$ cat config.mk
export PLATFORM = sky130hd
export DESIGN_NAME = alu_req_responder
export DESIGN_NICKNAME = d
export VERILOG_FILES = /design/src/rtl/alu_req_responder.sv
export SDC_FILE = /design/constraint.sdc
export NUM_CORES = 1
export LEC_CHECK = 0
export ABC_AREA = 1
export CORE_MARGIN = 10
export CORE_UTILIZATION = 35
export DETAILED_ROUTE_END_ITERATION = 16
export PLACE_DENSITY = 0.5
export SYNTH_ARGS = -nofsm -noshare
export SYNTH_HDL_FRONTEND = slang
export SYNTH_SLANG_ARGS = --single-unit
$ cat constraint.sdc
create_clock -name clk -period 5.02 [get_ports clk]
set_input_delay 0.753 -clock clk [delete_from_list [all_inputs] [get_ports clk]]
set_output_delay 0.753 -clock clk [all_outputs]
set_load 0.03 [all_outputs]
$ cat src/rtl/alu_req_responder.sv
// alu_req_responder: ALU request responder feeding an in-order result FIFO; `define ALU_RSP_SEQ_EN adds rsp_seq tagging
module alu_req_responder #(
    parameter int WIDTH = 64,
    parameter int DEPTH = 4
) (
    input  logic             clk,
    input  logic             rst,
    input  logic             req_valid,
    output logic             req_ready,
    input  logic [WIDTH-1:0] req_a,
    input  logic [WIDTH-1:0] req_b,
    input  logic [3:0]       req_op,
    output logic             rsp_valid,
    input  logic             rsp_ready,
    output logic [WIDTH-1:0] rsp_f,
    output logic             rsp_z
`ifdef ALU_RSP_SEQ_EN
    ,
    output logic [7:0]       rsp_seq
`endif
);
    localparam int AW = $clog2(DEPTH);
    localparam int CW = $clog2(DEPTH + 1);
    logic [AW-1:0]    wptr_q, wptr_d, rptr_q, rptr_d;
    logic [CW-1:0]    count_q, count_d;
    logic             push, pop;
    logic [WIDTH-1:0] alu_f;
    logic [WIDTH-1:0] f_mem [DEPTH];
    logic [DEPTH-1:0] z_mem;
    always_comb begin
        alu_f = req_op == 4'b0000 ? req_a & req_b :
                req_op == 4'b0001 ? req_a | req_b :
                req_op == 4'b0010 ? req_a + req_b :
                req_op == 4'b0110 ? req_a - req_b :
                req_op == 4'b0111 ? req_b :
                req_op == 4'b1100 ? ~(req_a | req_b) : '0;
        push    = req_valid && req_ready;
        pop     = rsp_valid && rsp_ready;
        wptr_d  = push ? wptr_q + 1'b1 : wptr_q;
        rptr_d  = pop ? rptr_q + 1'b1 : rptr_q;
        count_d = push && !pop ? count_q + CW'(1) :
                  !push && pop ? count_q - CW'(1) : count_q;
    end
    // Ready depends only on occupancy, so a full FIFO refuses even during a pop
    assign req_ready = count_q != CW'(DEPTH);
    assign rsp_valid = count_q != '0;
    assign rsp_f     = rsp_valid ? f_mem[rptr_q] : '0;
    assign rsp_z     = rsp_valid ? z_mem[rptr_q] : 1'b0;
    always_ff @(posedge clk) begin
        if (rst) begin
            wptr_q  <= '0;
            rptr_q  <= '0;
            count_q <= '0;
        end else begin
            wptr_q  <= wptr_d;
            rptr_q  <= rptr_d;
            count_q <= count_d;
        end
    end
    always_ff @(posedge clk) begin
        if (push) begin
            f_mem[wptr_q] <= alu_f;
            z_mem[wptr_q] <= alu_f == '0;
        end
    end
`ifdef ALU_RSP_SEQ_EN
    logic [7:0] seq_q, seq_d;
    logic [7:0] seq_mem [DEPTH];
    assign seq_d   = push ? seq_q + 8'd1 : seq_q;
    assign rsp_seq = rsp_valid ? seq_mem[rptr_q] : 8'd0;
    always_ff @(posedge clk) begin
        if (rst)
            seq_q <= 8'd0;
        else
            seq_q <= seq_d;
    end
    always_ff @(posedge clk) begin
        if (push)
            seq_mem[wptr_q] <= seq_q;
    end
`endif
endmodule

==> run_results.csv, run 1 <==
group,metric,value,unit
pwr,p_total,9.71,mW
flow_run,cap_violations,0,
finish,antennaDiodeCount,0,
synthesis,yosysTopAreaCell,"edfxtp_1",
setup_path,critPathSlowestCell,"clkdlybuf4s50_1",
global_routing,grt_first_pass_wirelength,164000,µm
setup_path,critPathMaxStageDelay,560,ps
timing,fin_ws,470,ps
finish,final_cells,5368,
placement,io_buffers,202,
setup_path,regToRegSetupSlack,2320,ps
global_routing,track_usage,25.5,%
timing,relSlewSlack,35.3,%
timing,slew_viol_final,0,
floorplan,start_util,35.2,%
setup_path,path_class,"in2reg",
synthesis,syn-cell-area,26200,µm²
setup_path,cp.arrival,4880,ps
synthesis,synth_adder_area_share,9.59,%
synthesis,synth_area_per_cell,6.31,µm²
floorplan,die_y,294,µm
clock_network,ctsLongestPathBuffers,3,
synthesis,synth_top_family_by_area,"simple AND/OR/NAND/NOR gates",
finish,syn_to_final_growth,17.0,%
setup_path,path_delay_family,"simple AND/OR/NAND/NOR gates",
clock_network,ctsHoldBuffers,0,
synthesis,synth.area.top_cells,"edfxtp_1 (30%), nand2_1 (15%), inv_1 (12%), nor2_1 (9.4%), ha_1 (9.4%)",
synthesis,synth_top_area_share,29.8,%
placement,dpl_worst_slack,55.2,ps
global_routing,grtUsageMet2,41.0,%
clock_network,tritoncts,"done",
pwr,peakVddDrop,0.000378,V
synthesis,synth-edff-count,260,
setup_path,required,5350,ps
hold_path,min_path_type,"reg2reg",
finish,stdcell_area,30600,µm²
setup_path,endpoint_kind,"flop",
synthesis,synthXorXnorAreaFrac,0.435,%
clock_network,cts.sinks,269,
setup_path,start_kind,"input pin",
timing,hold_slack,516,ps
setup_path,crit_chain,"clkdlybuf4s50_1, inv_1, ha_1, buf_4, nand2_1, inv_1, nand2_1, nor3_1, nand2_1, nand2_1, nand3_1, nand2_1, a21oi_1, o21ai_0, nand4_1, nor2_1, nand3_1, nor2_1, nand3_1, nor2_1",
synthesis,ys_async_sr_fraction,0,%
synthesis,synthMuxAreaShare,0,%
placement,place_congestion,1.05,
detailed_routing,dr.pass1.iters,6,
synthesis,synth_fp_nets,4489,
clock_network,cts_inserted_buffers,25,
synthesis,ys_ff_latch,269,
finish,fin_util,41.2,%
pwr,p_leak,14.9,nW
synthesis,synth_ff_type,"edfxtp_1",
synthesis,yosysWarnings,0,
placement,dp_cells,5324,
pwr,p_per_area,317,nW/µm²
global_routing,use_met3,2.95,%
finish,drive_gt1_share,5.55,%
global_routing,grt_pass1_vias,25575,
timing,period_needed,4550,ps
setup_path,crit_buf_inv,4,
detailed_routing,drtAntennaViolNets,0,
clock_network,postCtsSetupBuffers,0,
synthesis,ys_types,47,
synthesis,synth-seq-area-share,30.5,%
timing,max_slew.worst_pin.slew,970,ps
clock_network,clk_latency,520,ps
placement,dpl_cell_area,29900,µm²
floorplan,die_w,294,µm
timing,fmax,0.220,GHz
run_status,status,"finished, final reports clean",
global_routing,grt_max_degree,129,
global_routing,antenna_found_initial,1,
global_routing,grt_most_used_layer,"met2",
setup_path,critPathMaxFanout,6,
timing,fin_setup_tns,0,ps
timing,skew,10.3,ps
timing,rsz0062_at_grt,"no",
synthesis,synth_compound_gate_area_share,11.1,%
clock_network,root_buffer,"clkbuf_16",
clock_network,cts_resized,0,
floorplan,die_area,86200,µm²
synthesis,synth_cells,4154,
finish,fillCellCount,8110,
floorplan,placeableCoreArea,74300,µm²
detailed_routing,post_drt_via_cell_ratio,5.09,
detailed_routing,vias,27330,
synthesis,yosys.area_share.simple,33.5,%
setup_path,cp_common_cell,"nand2_1",
timing,period_share,90.6,%
global_routing,grt_overflow,0,
floorplan,rows,100,
detailed_routing,drc,0,
floorplan,pin_count,203,
detailed_routing,drt_iter0_drc,2675,
clock_network,h-tree-depth,1,
timing,final_hold_viol_count,0,
placement,hpwl,93200,µm
detailed_routing,wl_per_cell,21.4,µm
finish,final_nets,4717,
detailed_routing,wl,115000,µm
clock_network,path_clk_slew,70,ps
timing,setup_viol,0,
global_routing,gr-usage-met1,35.7,%
layer usage:
layer	wire length, µm	vias to the layer above
li1	-	13405
met1	51200	12725
met2	51200	1061
met3	9060	137
met4	3240	2
met5	13	-
tightest hold or removal path, delay by kind of cell (launching register included):
family             cells  cell delay, ps
DFF                    1             340
and+or+nand+nor        1              70
AOI/OAI and AO/OA      1              60
flip-flops by register name, summed over array words and instances (netlist names), named ones only:
name and cells:
f_mem 256, count_q 3, rptr_q 2, z_mem 4, wptr_q 2
synth_stat cells (10+ instances only):
library cell,count
nand2_1,1079
inv_1,848
nor2_1,655
edfxtp_1,260
nand3_1,237
o21ai_0,222
a21oi_1,217
ha_1,196
nand4_1,72
o22ai_1,57
clkbuf_1,54
buf_2,32
o21bai_1,26
buf_1,24
nor2_2,24
nor3_1,24
buf_4,16
buf_6,10
xor2_1,10
kinds of logic after synthesis:
logic type | after synthesis
simple gates | 2137
flops | 269
buf+inv | 992
compound gates | 544
xor+xnor | 13
fa+ha+maj | 199
worst paths after layout:
kind                                 from                       to  depth (start not counted)
setup / recovery                req_a[12]       z_mem[1]$_DFFE_PP_                         20
hold reg to reg    wptr_q[0]$_SDFFE_PP0P_   wptr_q[0]$_SDFFE_PP0P_                          2
setup reg to reg  count_q[0]$_SDFFE_PP0P_  count_q[2]$_SDFFE_PP0P_                         10
hold / removal     wptr_q[0]$_SDFFE_PP0P_   wptr_q[0]$_SDFFE_PP0P_                          2
final cells by class:
class	instances	area [µm²]	area share [%]
well taps	969	1210	3.96
repair buffers	339	3090	10.1
inverters	854	3210	10.5
clock buffers	28	637	2.08
flip-flops and latches	269	7990	26.1
multi-input cells	2893	14400	46.9
clock inverters	16	140	0.457
placed cells by master, fill, tap and decap left out, types with 9 or more instances in the layout:
| cell type | count |
|---|---|
| buf_4 | 134 |
| a21oi_1 | 217 |
| clkbuf_16 | 25 |
| clkinv_1 | 9 |
| o22ai_1 | 57 |
| nand3_1 | 237 |
| nand4_1 | 72 |
| ha_1 | 196 |
| o21ai_0 | 222 |
| o21bai_1 | 26 |
| xor2_1 | 10 |
| nand2_2 | 11 |
| nand2_1 | 1077 |
| nand3_2 | 9 |
| nor2_2 | 25 |
| inv_1 | 846 |
| edfxtp_1 | 260 |
| nor2_1 | 648 |
| clkdlybuf4s50_1 | 202 |
| nor3_1 | 23 |
where the power goes:
part / switching, mW / internal, mW / total (mW)
logic: 3.45 / 1.60 / 5.05
clock network: 0.802 / 1.02 / 1.82
registers: 0.0654 / 2.77 / 2.84
total: 4.31 / 5.40 / 9.71
Power figures use the tool's default switching activity.
==> run 2, diff against run 1 <==
--- a/config.mk
+++ b/config.mk
@@ -5,11 +5,11 @@
 export SDC_FILE = /design/constraint.sdc
 export NUM_CORES = 1
 export LEC_CHECK = 0
-export ABC_AREA = 1
 export CORE_MARGIN = 10
 export CORE_UTILIZATION = 35
+export CTS_BUF_LIST = sky130_fd_sc_hd__clkbuf_8 sky130_fd_sc_hd__clkbuf_16
 export DETAILED_ROUTE_END_ITERATION = 16
-export PLACE_DENSITY = 0.5
+export PLACE_DENSITY = 0.51
 export SYNTH_ARGS = -nofsm -noshare
 export SYNTH_HDL_FRONTEND = slang
 export SYNTH_SLANG_ARGS = --single-unit
==> run_results.csv, run 2 <==
group,metric,value,unit
timing,fmax,0.202,GHz
floorplan,die_w,278,µm
synthesis,synth_top_area_share,33.5,%
setup_path,r2r_cells,8,
synthesis,synth.most_common_cell,"edfxtp_1",
synthesis,synth_cells,2572,
finish,final_cells,4402,
clock_network,path_clk_slew,70,ps
clock_network,h-tree-depth,1,
synthesis,synth_ff_type,"edfxtp_1",
global_routing,track_usage,27.6,%
pwr,p_sw_share,39.2,%
synthesis,synth_common_cells,"edfxtp_1 (260), a21oi_1 (236), nor2_1 (220)",
global_routing,grt_overflow,0,
synthesis,yosysTopAreaCell,"edfxtp_1",
hold_path,whs_path_depth,2,
finish,reg.largest.list,"f_mem: 256 flops, z_mem: 4 flops, count_q: 3 flops",
clock_network,clk_latency,520,ps
clock_network,root_buffer,"clkbuf_16",
finish,syn_to_final_growth,50.3,%
clock_network,tritoncts,"done",
synthesis,synth_area_per_cell,9.07,µm²
clock_network,cts.sinks,269,
pwr,p_leak,14.7,nW
placement,place_congestion,1.00,
global_routing,grt_first_pass_wirelength,164000,µm
timing,final_hold_viol_count,0,
finish,drive_gt1_share,36.7,%
pwr,power_frac_comb,55.0,%
detailed_routing,drc,0,
floorplan,die_y,278,µm
finish,top_register,"f_mem",
synthesis,synth-edff-count,260,
synthesis,synth.area.top_cells,"edfxtp_1 (33%), ha_1 (11%), mux4_2 (6.3%), a21oi_1 (5.1%), nor2_1 (3.5%)",
synthesis,synth_fp_nets,2907,
placement,hpwl,89900,µm
timing,period_share,98.8,%
timing,max_slew.worst_pin.slew,1170,ps
timing,skew,19.6,ps
placement,io_buffers,202,
run_status,status,"finished, final reports clean",
detailed_routing,vias,25214,
detailed_routing,wl_per_cell,25.4,µm
global_routing,grt_pass1_vias,24976,
setup_path,endpoint_kind,"flop",
finish,fin_util,53.1,%
synthesis,ys_ff_latch,269,
global_routing,antenna_found_initial,3,
finish,layout_commonest_cell,"buf_4",
clock_network,cts_inserted_buffers,21,
timing,relSlewSlack,21.8,%
detailed_routing,drtAntennaViolNets,0,
pwr,pwr-share-clk,16.4,%
hold_path,min_path_type,"reg2reg",
pwr,p_switching,4.05,mW
timing,fin_setup_tns,0,ps
pwr,p_int,6.27,mW
pwr,seqPwrFrac,28.7,%
pwr,p_per_area,294,nW/µm²
placement,dpl_cell_area,32300,µm²
setup_path,cp.arrival,5230,ps
synthesis,ys_types,97,
setup_path,start_kind,"input pin",
synthesis,ys_async_sr_fraction,0,%
setup_path,path_class,"in2reg",
global_routing,grt_max_degree,69,
flow_run,cap_violations,0,
setup_path,required,5290,ps
detailed_routing,wl,112000,µm
pwr,peakVddDrop,0.000239,V
setup_path,critPathMaxFanout,11,
floorplan,placeableCoreArea,66000,µm²
finish,largest_reg_flops,256,
floorplan,pin_count,203,
clock_network,ctsLongestPathBuffers,3,
timing,period_needed,4960,ps
timing,setup_viol,0,
timing,slew_viol_final,0,
detailed_routing,dr.pass1.iters,5,
floorplan,die_area,77400,µm²
detailed_routing,drt_iter0_drc,2419,
finish,final_nets,3858,
placement,dp_cells,4327,
floorplan,rows,94,
synthesis,syn-cell-area,23300,µm²
finish,antennaDiodeCount,0,
floorplan,start_util,35.4,%
synthesis,yosysWarnings,0,
synthesis,synth-seq-area-share,34.2,%
detailed_routing,post_drt_via_cell_ratio,5.73,
pwr,p_total,10.3,mW
finish,final_cell_mix,"buf_4 (853), edfxtp_1 (260), nor2_1 (210), a21oi_1 (196), inv_1 (190)",
finish,stdcell_area,35100,µm²
## run 2: cell count changes in the layout (fill, tap and decap cells not counted), moves of 31 or more
cell	delta
a21oi_2	+36
a221oi_1	+35
and2_1	+75
buf_4	+719
clkdlybuf4s50_1	-53
ha_1	-31
inv_1	-656
mux4_2	+65
nand2_1	-895
nand3_1	-190
nand4_1	-33
nor2_1	-438
o21ai_0	-106
o22ai_1	-41
## run 2: final timing paths
| path | startpoint | endpoint | slack [ps] |
|---|---|---|---|
| setup / recovery | req_op[1] | z_mem[1]$_DFFE_PP_ | 60 |
| hold / removal | count_q[2]$_SDFFE_PP0P_ | count_q[2]$_SDFFE_PP0P_ | 550 |
| hold reg to reg | count_q[2]$_SDFFE_PP0P_ | count_q[2]$_SDFFE_PP0P_ | 550 |
| setup reg to reg | count_q[0]$_SDFFE_PP0P_ | count_q[2]$_SDFFE_PP0P_ | 2050 |
## run 2: logic make-up after synthesis
family,count (synthesis),synth area share [%]
buffers and inverters,365,6.14
adder cells (fa/ha/maj),199,10.8
flip-flops,269,34.2
AO/OA/AOI/OAI,807,23.1
multiplexers,79,6.90
AND/OR/NAND/NOR,825,17.8
XOR/XNOR,28,1.05
## run 2: worst max-delay path, cell delays in order
cell and delay [ps]:
clkdlybuf4s50_1 540, buf_4 160, buf_4 280, nor4bb_4 510, buf_4 280, nand2_1 110
a21oi_1 370, a21oi_1 160, a221oi_2 760, a2111oi_4 60, buf_4 180, o2111ai_2 90
nor4b_4 80, buf_4 160, nand4_1 220, nor4_4 100, nand4bb_1 180, nor4_4 50
buf_4 160
## run 2: layer usage
layer  GRT usage [%]  vias to the layer above  wire length [µm]
li1                -                    11582                 -
met1            41.1                    12570             52700
met4            5.43                        0              2650
met5               0                        -                 0
met2            43.2                      955             49300
met3            1.94                      107              7080
## run 2: through the flow
stage / hold slack, ps / setup slack (ps)
after detailed placement: 533 / -1610
after global placement: 480 / -1720
after floorplan: 466 / 381
after CTS: 530 / -73.0
after global routing: 583 / -21.1
final: 547 / 59.4
## run 2: repair_timing
| action | 4_1_cts | 5_1_grt |
|---|---|---|
| resized for setup | 223 | 216 |
| setup buffers | 12 | 25 |
| gates cloned | 0 | 1 |
| pin swaps | 44 | 79 |
| hold buffers | 0 | 0 |
| endpoints found under the setup margin | 16 | 8 |
## run 2: final cells by class
cell class / instances / area [µm²]
clock buffer: 21 / 526
clock inverter: 17 / 173
fill: 6160 / 30900
inverter: 212 / 796
multi-input combinational: 1938 / 15700
sequential: 269 / 7990
tap: 864 / 1080
timing repair buffer: 1081 / 8850
## run 2: power by group through the flow
stage               sequential, mW  clock [mW]  combinational (mW)
floorplan                     2.92           0                2.85
global placement              3.00           0                5.33
detailed placement            3.02           0                5.34
CTS                           2.97        1.72                5.50
global route                  3.00        1.82                6.02
finish                        2.96        1.69                5.67
